<file path="src/rtl/if_fetch_buf_if.sv">
`default_nettype none
// ============================================================================
//  Module      : if_fetch_buf_if
//  Description : Instruction bus bundle between the fetch stage (master) and
//                the instruction memory (slave): addr_ok/data_ok handshake.
//  Revision    : 1.0 - initial release
// ============================================================================
interface if_fetch_buf_if;
    logic        inst_req;
    logic [31:0] inst_addr;
    logic        inst_addr_ok;
    logic        inst_data_ok;
    logic [31:0] inst_rdata;

    modport master (
        output inst_req,
        output inst_addr,
        input  inst_addr_ok,
        input  inst_data_ok,
        input  inst_rdata
    );

    modport slave (
        input  inst_req,
        input  inst_addr,
        output inst_addr_ok,
        output inst_data_ok,
        output inst_rdata
    );
endinterface
`default_nettype wire

</file>
<file path="src/rtl/if_fetch_buf.sv">
`default_nettype none
// ============================================================================
//  Module      : if_fetch_buf
//  Description : Instruction fetch stage. Issues word fetches on an
//                addr_ok/data_ok bus with up to BUF_DEPTH in flight, queues
//                returned instructions for ID, drops stale responses after
//                ex/ertn/branch redirects and raises ADEF on a misaligned PC.
//                Optional macro IF_PERF_CNT_EN adds fetch/cancel counters.
//  Revision    : 1.0 - initial release
// ============================================================================
module if_fetch_buf #(
    parameter logic [31:0] RESET_PC  = 32'h1c00_0000,
    parameter int unsigned BUF_DEPTH = 4
) (
    input  wire logic        clk,
    input  wire logic        rst,
    input  wire logic        ex_flush,
    input  wire logic [31:0] ex_entry,
    input  wire logic        ertn_flush,
    input  wire logic [31:0] ertn_entry,
    input  wire logic        br_taken,
    input  wire logic [31:0] br_target,
    if_fetch_buf_if.master   bus,
    output logic             out_valid,
    input  wire logic        out_ready,
    output logic [31:0]      pc_out,
    output logic [31:0]      inst_out,
    output logic             has_exception_out,
    output logic [5:0]       ecode_out,
`ifdef IF_PERF_CNT_EN
    output logic [31:0]      perf_fetch_cnt,
    output logic [31:0]      perf_cancel_cnt,
`endif
    output logic [8:0]       esubcode_out
);

    localparam int unsigned c_cnt_w      = $clog2(BUF_DEPTH + 1);
    localparam int unsigned c_ptr_w      = $clog2(BUF_DEPTH);
    localparam logic [5:0]  c_ecode_adef = 6'h08;

    logic [31:0]        fetch_pc_q, fetch_pc_d;
    logic [c_cnt_w-1:0] inflight_q, inflight_d;
    logic [c_cnt_w-1:0] cancel_q,   cancel_d;
    logic               halted_q,   halted_d;
    logic               run_q;
    logic [31:0]        pend_pc_q [BUF_DEPTH];
    logic [31:0]        pend_pc_d [BUF_DEPTH];
    logic [c_ptr_w-1:0] pend_wr_q, pend_wr_d, pend_rd_q, pend_rd_d;
    logic [31:0]        fifo_pc_q   [BUF_DEPTH];
    logic [31:0]        fifo_pc_d   [BUF_DEPTH];
    logic [31:0]        fifo_inst_q [BUF_DEPTH];
    logic [31:0]        fifo_inst_d [BUF_DEPTH];
    logic               fifo_exc_q  [BUF_DEPTH];
    logic               fifo_exc_d  [BUF_DEPTH];
    logic [c_ptr_w-1:0] fifo_wr_q, fifo_wr_d, fifo_rd_q, fifo_rd_d;
    logic [c_cnt_w-1:0] fifo_cnt_q, fifo_cnt_d;

    logic               w_redirect;
    logic [31:0]        w_target;
    logic [c_cnt_w:0]   w_used;
    logic               w_aligned;
    logic               w_req;
    logic               w_accept;
    logic               w_resp;
    logic               w_drop;
    logic               w_push_resp;
    logic               w_push_adef;
    logic               w_push;
    logic               w_pop;
    logic               w_out_valid;
    logic [31:0]        w_push_pc;
    logic [31:0]        w_push_inst;

    assign w_redirect = ex_flush | ertn_flush | br_taken;

    // Redirect target: exception beats ertn beats branch.
    always_comb begin
        w_target = br_target;
        if (ex_flush) begin
            w_target = ex_entry;
        end else if (ertn_flush) begin
            w_target = ertn_entry;
        end
    end

    // Credits cover both live requests and buffered entries, so the FIFO
    // always has room for every response that is not being cancelled.
    assign w_used      = {1'b0, inflight_q} + {1'b0, fifo_cnt_q};
    assign w_aligned   = (fetch_pc_q[1:0] == 2'b00);
    assign w_req       = run_q && !w_redirect && !halted_q && w_aligned &&
                         (w_used < (c_cnt_w + 1)'(BUF_DEPTH));
    assign w_accept    = w_req && bus.inst_addr_ok;
    assign w_resp      = bus.inst_data_ok;
    assign w_drop      = w_resp && (cancel_q != '0);
    assign w_push_resp = w_resp && (cancel_q == '0) && !w_redirect;
    // ADEF is queued only once every live response ahead of it has landed.
    assign w_push_adef = run_q && !w_redirect && !halted_q && !w_aligned &&
                         (inflight_q == cancel_q) &&
                         (fifo_cnt_q != c_cnt_w'(BUF_DEPTH));
    assign w_push      = w_push_resp || w_push_adef;
    assign w_out_valid = (fifo_cnt_q != '0);
    assign w_pop       = w_out_valid && out_ready && !w_redirect;
    assign w_push_pc   = w_push_adef ? fetch_pc_q : pend_pc_q[pend_rd_q];
    assign w_push_inst = w_push_adef ? 32'h0 : bus.inst_rdata;

    // Next-state for PC, counters, pending-PC queue and entry FIFO.
    always_comb begin
        fetch_pc_d  = fetch_pc_q;
        inflight_d  = inflight_q;
        cancel_d    = cancel_q;
        halted_d    = halted_q;
        pend_pc_d   = pend_pc_q;
        pend_wr_d   = pend_wr_q;
        pend_rd_d   = pend_rd_q;
        fifo_pc_d   = fifo_pc_q;
        fifo_inst_d = fifo_inst_q;
        fifo_exc_d  = fifo_exc_q;
        fifo_wr_d   = fifo_wr_q;
        fifo_rd_d   = fifo_rd_q;
        fifo_cnt_d  = fifo_cnt_q;

        if (w_redirect) begin
            fetch_pc_d = w_target;
        end else if (w_accept) begin
            fetch_pc_d = fetch_pc_q + 32'd4;
        end

        if (w_accept && !w_resp) begin
            inflight_d = inflight_q + c_cnt_w'(1);
        end else if (!w_accept && w_resp) begin
            inflight_d = inflight_q - c_cnt_w'(1);
        end

        // On redirect every response still owed after this edge is stale.
        if (w_redirect) begin
            cancel_d = w_resp ? (inflight_q - c_cnt_w'(1)) : inflight_q;
        end else if (w_drop) begin
            cancel_d = cancel_q - c_cnt_w'(1);
        end

        // Pending PCs survive redirects: cancelled responses still pop them.
        if (w_accept) begin
            pend_pc_d[pend_wr_q] = fetch_pc_q;
            pend_wr_d            = pend_wr_q + c_ptr_w'(1);
        end
        if (w_resp) begin
            pend_rd_d = pend_rd_q + c_ptr_w'(1);
        end

        if (w_redirect) begin
            halted_d   = 1'b0;
            fifo_wr_d  = '0;
            fifo_rd_d  = '0;
            fifo_cnt_d = '0;
        end else begin
            if (w_push_adef) begin
                halted_d = 1'b1;
            end
            if (w_push) begin
                fifo_pc_d[fifo_wr_q]   = w_push_pc;
                fifo_inst_d[fifo_wr_q] = w_push_inst;
                fifo_exc_d[fifo_wr_q]  = w_push_adef;
                fifo_wr_d              = fifo_wr_q + c_ptr_w'(1);
            end
            if (w_pop) begin
                fifo_rd_d = fifo_rd_q + c_ptr_w'(1);
            end
            if (w_push && !w_pop) begin
                fifo_cnt_d = fifo_cnt_q + c_cnt_w'(1);
            end else if (!w_push && w_pop) begin
                fifo_cnt_d = fifo_cnt_q - c_cnt_w'(1);
            end
        end
    end

    // State registers; run_q holds off the first request until after reset.
    always_ff @(posedge clk or negedge rst) begin
        if (!rst) begin
            fetch_pc_q  <= RESET_PC;
            inflight_q  <= '0;
            cancel_q    <= '0;
            halted_q    <= 1'b0;
            run_q       <= 1'b0;
            pend_pc_q   <= '{default: '0};
            pend_wr_q   <= '0;
            pend_rd_q   <= '0;
            fifo_pc_q   <= '{default: '0};
            fifo_inst_q <= '{default: '0};
            fifo_exc_q  <= '{default: 1'b0};
            fifo_wr_q   <= '0;
            fifo_rd_q   <= '0;
            fifo_cnt_q  <= '0;
        end else begin
            fetch_pc_q  <= fetch_pc_d;
            inflight_q  <= inflight_d;
            cancel_q    <= cancel_d;
            halted_q    <= halted_d;
            run_q       <= 1'b1;
            pend_pc_q   <= pend_pc_d;
            pend_wr_q   <= pend_wr_d;
            pend_rd_q   <= pend_rd_d;
            fifo_pc_q   <= fifo_pc_d;
            fifo_inst_q <= fifo_inst_d;
            fifo_exc_q  <= fifo_exc_d;
            fifo_wr_q   <= fifo_wr_d;
            fifo_rd_q   <= fifo_rd_d;
            fifo_cnt_q  <= fifo_cnt_d;
        end
    end

    // Outputs read zero whenever their qualifying valid is low.
    assign bus.inst_req      = w_req;
    assign bus.inst_addr     = w_req ? {fetch_pc_q[31:2], 2'b00} : 32'h0;
    assign out_valid         = w_out_valid;
    assign pc_out            = w_out_valid ? fifo_pc_q[fifo_rd_q]   : 32'h0;
    assign inst_out          = w_out_valid ? fifo_inst_q[fifo_rd_q] : 32'h0;
    assign has_exception_out = w_out_valid && fifo_exc_q[fifo_rd_q];
    assign ecode_out         = has_exception_out ? c_ecode_adef : 6'h0;
    assign esubcode_out      = 9'h0;

`ifdef IF_PERF_CNT_EN
    logic [31:0] perf_fetch_q,  perf_fetch_d;
    logic [31:0] perf_cancel_q, perf_cancel_d;

    // Count buffered instructions and every response that was thrown away.
    always_comb begin
        perf_fetch_d  = perf_fetch_q  + {31'h0, w_push_resp};
        perf_cancel_d = perf_cancel_q + {31'h0, (w_resp && !w_push_resp)};
    end

    // Free-running wrapping performance counters.
    always_ff @(posedge clk or negedge rst) begin
        if (!rst) begin
            perf_fetch_q  <= '0;
            perf_cancel_q <= '0;
        end else begin
            perf_fetch_q  <= perf_fetch_d;
            perf_cancel_q <= perf_cancel_d;
        end
    end

    assign perf_fetch_cnt  = perf_fetch_q;
    assign perf_cancel_cnt = perf_cancel_q;
`endif

endmodule
`default_nettype wire

</file>
<file path="src/flat_wrapper.sv">
// flat-port wrapper written by rule: the top's interface ports become plain ports
module if_fetch_buf_flat 
#(
    parameter logic [31:0] RESET_PC  = 32'h1c00_0000,
    parameter int unsigned BUF_DEPTH = 4
)
  (clk, rst, ex_flush, ex_entry, ertn_flush, ertn_entry, br_taken, br_target, out_valid, out_ready, pc_out, inst_out, has_exception_out, ecode_out, esubcode_out, bus_inst_req, bus_inst_addr, bus_inst_addr_ok, bus_inst_data_ok, bus_inst_rdata);
  if_fetch_buf_if bus_i ();
  input  wire logic clk;
  input  wire logic rst;
  input  wire logic ex_flush;
  input  wire logic [31:0] ex_entry;
  input  wire logic ertn_flush;
  input  wire logic [31:0] ertn_entry;
  input  wire logic br_taken;
  input  wire logic [31:0] br_target;
  output logic out_valid;
  input  wire logic out_ready;
  output logic [31:0] pc_out;
  output logic [31:0] inst_out;
  output logic has_exception_out;
  output logic [5:0] ecode_out;
  output logic [8:0] esubcode_out;
  output wire logic [$bits(bus_i.inst_req)-1:0] bus_inst_req;
  output wire logic [$bits(bus_i.inst_addr)-1:0] bus_inst_addr;
  input wire logic [$bits(bus_i.inst_addr_ok)-1:0] bus_inst_addr_ok;
  input wire logic [$bits(bus_i.inst_data_ok)-1:0] bus_inst_data_ok;
  input wire logic [$bits(bus_i.inst_rdata)-1:0] bus_inst_rdata;
  assign bus_inst_req = bus_i.inst_req;
  assign bus_inst_addr = bus_i.inst_addr;
  assign bus_i.inst_addr_ok = bus_inst_addr_ok;
  assign bus_i.inst_data_ok = bus_inst_data_ok;
  assign bus_i.inst_rdata = bus_inst_rdata;
  if_fetch_buf #(.RESET_PC(RESET_PC), .BUF_DEPTH(BUF_DEPTH)) u_core (.clk(clk), .rst(rst), .ex_flush(ex_flush), .ex_entry(ex_entry), .ertn_flush(ertn_flush), .ertn_entry(ertn_entry), .br_taken(br_taken), .br_target(br_target), .bus(bus_i), .out_valid(out_valid), .out_ready(out_ready), .pc_out(pc_out), .inst_out(inst_out), .has_exception_out(has_exception_out), .ecode_out(ecode_out), .esubcode_out(esubcode_out));
endmodule
</file>
<file path="config.mk">
export PLATFORM = sky130hd
export DESIGN_NAME = if_fetch_buf_flat
export DESIGN_NICKNAME = d
export VERILOG_FILES = /design/src/rtl/if_fetch_buf_if.sv /design/src/rtl/if_fetch_buf.sv /design/src/flat_wrapper.sv
export SDC_FILE = /design/constraint.sdc
export NUM_CORES = 1
export LEC_CHECK = 0
export ABC_CLOCK_PERIOD_IN_PS = 6550
export CORE_ASPECT_RATIO = 0.9
export CORE_UTILIZATION = 35
export CTS_CLUSTER_DIAMETER = 50
export DETAILED_ROUTE_END_ITERATION = 10
export MAX_ROUTING_LAYER = met4
export PLACE_DENSITY = 0.58
export SLEW_MARGIN = 20
export SYNTH_ARGS = -nofsm -noshare
export SYNTH_HDL_FRONTEND = slang
export SYNTH_SLANG_ARGS = --single-unit
</file>
<file path="constraint.sdc">
create_clock -name clk -period 6.55 [get_ports clk]
set_clock_uncertainty 0.2 [all_clocks]
set_input_delay 0.655 -clock clk [delete_from_list [all_inputs] [get_ports clk]]
set_output_delay 0.655 -clock clk [all_outputs]
set_load 0.01 [all_outputs]
</file>
==> flow_summary.ini <==
[timing]
layout_setup_ws_ps = 2150
post-route-period-util = 0.672
worst_pin_slew_ps = 994
layout_min_cycle_time_ps = 4400
hold_ws_ps = 280
finalSetupViolations = 0
finalSetupTns_ps = 0
slew_violations = 0
max_slew_margin = 0.337
hold_violations = 0
rsz0062_at_grt = false
max_clock_freq_mhz = 227

[floorplanning]
core_region_area_um2 = 61800
num_rows = 86
fp.dieH_um = 240
start_util = 0.357
top_level_ports = 250
dieArea_um2 = 64000
die_x_um = 266

[place]
routabilityCongestion = 0.840
port_buffers = 233
pre_cts_ws_ps = 2000
dpl_cell_area_um2 = 25000
place_hpwl_um = 36400

[final_layout]
layout_common_cells = dfrtp_1, clkdlybuf4s50_1, mux2_2, mux2i_1, inv_1
final_common_cell = dfrtp_1
design_area_um2 = 26800
diodes = 0
nets = 2101
multi_input_area_um2 = 9800
n_fill_cell = 5762
areaGrowthSynthToFinish_pct = 21.7
layout-drive-gt1-share = 0.215
ff_latch_area_um2 = 11000

[critical_path]
crit_type = reg2out
setup.worst_path.end_class = output pin
critical_path_buf_inv_count = 2
critPathLaunchType = flop
critPathTopFamily = buffers and inverters
crit_arrival_ps = 3550
cpMaxStageDelayCell = dfrtp_4
worstPathCellList = buf_4 -> mux4_2 -> and2_1 -> clkdlybuf4s50_1
max_stage_delay_ps = 1060
cp.required_ps = 5690
cp_max_fo = 43

[drt]
viasPerCell = 5.11
postRouteAntennaNets = 0
drc = 0
drt_iter0_markers = 876
wl_um = 56300
dr.pass1.iters = 5
vias = 14435
wl_per_cell_um = 19.9

[global_route]
grt_pass1_vias = 15585
grt_pass1_wl_um = 89500
antenna_found_initial = 2
grt_use_total = 0.185
grt-ovfl-total = 0
grt_max_degree = 170

[synth]
yosysSeqAreaShare = 0.499
synth_cell_types = 56
synth_cells = 1767
yosysWarnings = 0
synth-main-ff-cell = dfrtp_1
ys_seq_elements = 439
syn_area_um2 = 22000
ys_async_sr_fraction = 1.00
syn_area_per_cell_um2 = 12.5
synth_edf_count = 0

[clocking]
root_buffer = clkbuf_16
cts_tree = done
h-tree-depth = 2
cts_num_sinks = 439
post-cts-setup-buffers = 0
cts-resized-gates = 0
clock_latency_ps = 590
cts-buffers-inserted = 51
clkTransAtPathRegs_ps = 60
hold_buffers = 1
clk_path_buf_depth = 3

[min_path]
holdCritPathClass = reg2reg

[run]
maxCapViolations = 0

[power]
p_leak_nw = 12.0
total_power_w = 0.00758
p_per_area_nw_per_um2 = 283
peakVddDrop_mv = 0.191

[outcome]
status = finished clean
## flip-flops by register name, summed over array words and instances (netlist names), 2 cells and up
register,flops
u_core.fetch_pc_q,32
u_core.fifo_inst_q,128
u_core.fifo_wr_q,2
u_core.pend_rd_q,2
u_core.cancel_q,3
u_core.fifo_pc_q,128
u_core.pend_wr_q,2
u_core.inflight_q,3
u_core.fifo_cnt_q,3
u_core.fifo_exc_q,4
u_core.fifo_rd_q,2
u_core.pend_pc_q,128
## power breakdown
group / internal (W) / leakage [nW] / switching (W)
combinational: 0.000682 / 5.77 / 0.000544
sequential: 0.00304 / 5.40 / 0.000309
clock: 0.00185 / 0.878 / 0.00115
total: 0.00557 / 12.0 / 0.00201
## synth_stat cells (8+ instances only)
cell	n	area, um2
nor2_1	26	97.6
nand4_1	13	81.3
inv_1	155	582
nand2_1	76	285
a31oi_1	9	56.3
xnor2_1	13	114
buf_2	12	60.1
mux2_2	199	2240
a21oi_1	20	100
a22oi_1	16	120
nand3_1	18	90.1
buf_4	33	248
mux4_2	97	2180
buf_6	8	90.1
ha_1	17	213
clkbuf_1	86	323
xor2_1	8	70.1
dfrtp_1	436	10900
buf_1	10	37.5
o21ai_0	67	335
and2_1	138	863
mux2i_1	171	1710
nor3_1	13	65.1
mux2_1	21	236
and4_1	8	70.1
## cell families (layout without fill, tap and decap cells)
logic type               count (synthesis)  after routing  synth area share
AND/OR/NAND/NOR                        319            319            0.0793
buffers and inverters                  304            511            0.0608
XOR/XNOR                                21             21           0.00835
multiplexers                           488            488             0.289
AO/OA/AOI/OAI                          176            176            0.0525
flip-flops                             439            439             0.499
adder cells (fa/ha/maj)                 18             18            0.0106
other                                    2             17          0.000341
## worst reg2reg max path: cells and delay by family, from the launching register on
kind                   cells  cell delay (ps)
flip-flops                 1              470
buffers and inverters      2             1140
XOR/XNOR                   1              180
AO/OA/AOI/OAI              2              940
AND/OR/NAND/NOR            1               70
multiplexers               1              450
## path summary, 6_finish.rpt
path	slack (ps)	start	cells past startpoint	endpoint
max	2150	u_core.fifo_rd_q[0]$_DFFE_PN0P_	4	inst_out[0]
min	280	u_core.fifo_inst_q[50]$_DFFE_PN0P_	1	u_core.fifo_inst_q[50]$_DFFE_PN0P_
max reg2reg	3010	u_core.inflight_q[0]$_DFFE_PN0P_	7	u_core.fifo_inst_q[63]$_DFFE_PN0P_
min reg2reg	280	u_core.fifo_inst_q[50]$_DFFE_PN0P_	1	u_core.fifo_inst_q[50]$_DFFE_PN0P_
max in group asynchronous	4240	rst	3	u_core.pend_pc_q[108]$_DFFE_PN0P_
min in group asynchronous	470	rst	2	u_core.fifo_inst_q[115]$_DFFE_PN0P_
## area by class of cell
class / instances / share of cell area
flip-flops and latches: 439 / 0.410
multi-input cells: 1039 / 0.365
inverters: 155 / 0.0217
clock buffers: 75 / 0.0566
repair buffers: 261 / 0.0963
clock inverters: 20 / 0.0111
well taps: 836 / 0.0390
## metrics by stage
stage                     cells   util
after CTS                  2825  0.434
final                      2825  0.434
after detailed placement   2729  0.405
after global routing       2825  0.434
after floorplan            1782      -
after global placement     2729  0.405
## per-layer routing
layer	global-route usage	wire (um)
met2	0.295	26600
met1	0.249	26500
met3	0.0283	2310
met5	-	0
met4	0.0442	954
Power figures use the tool's default switching activity.
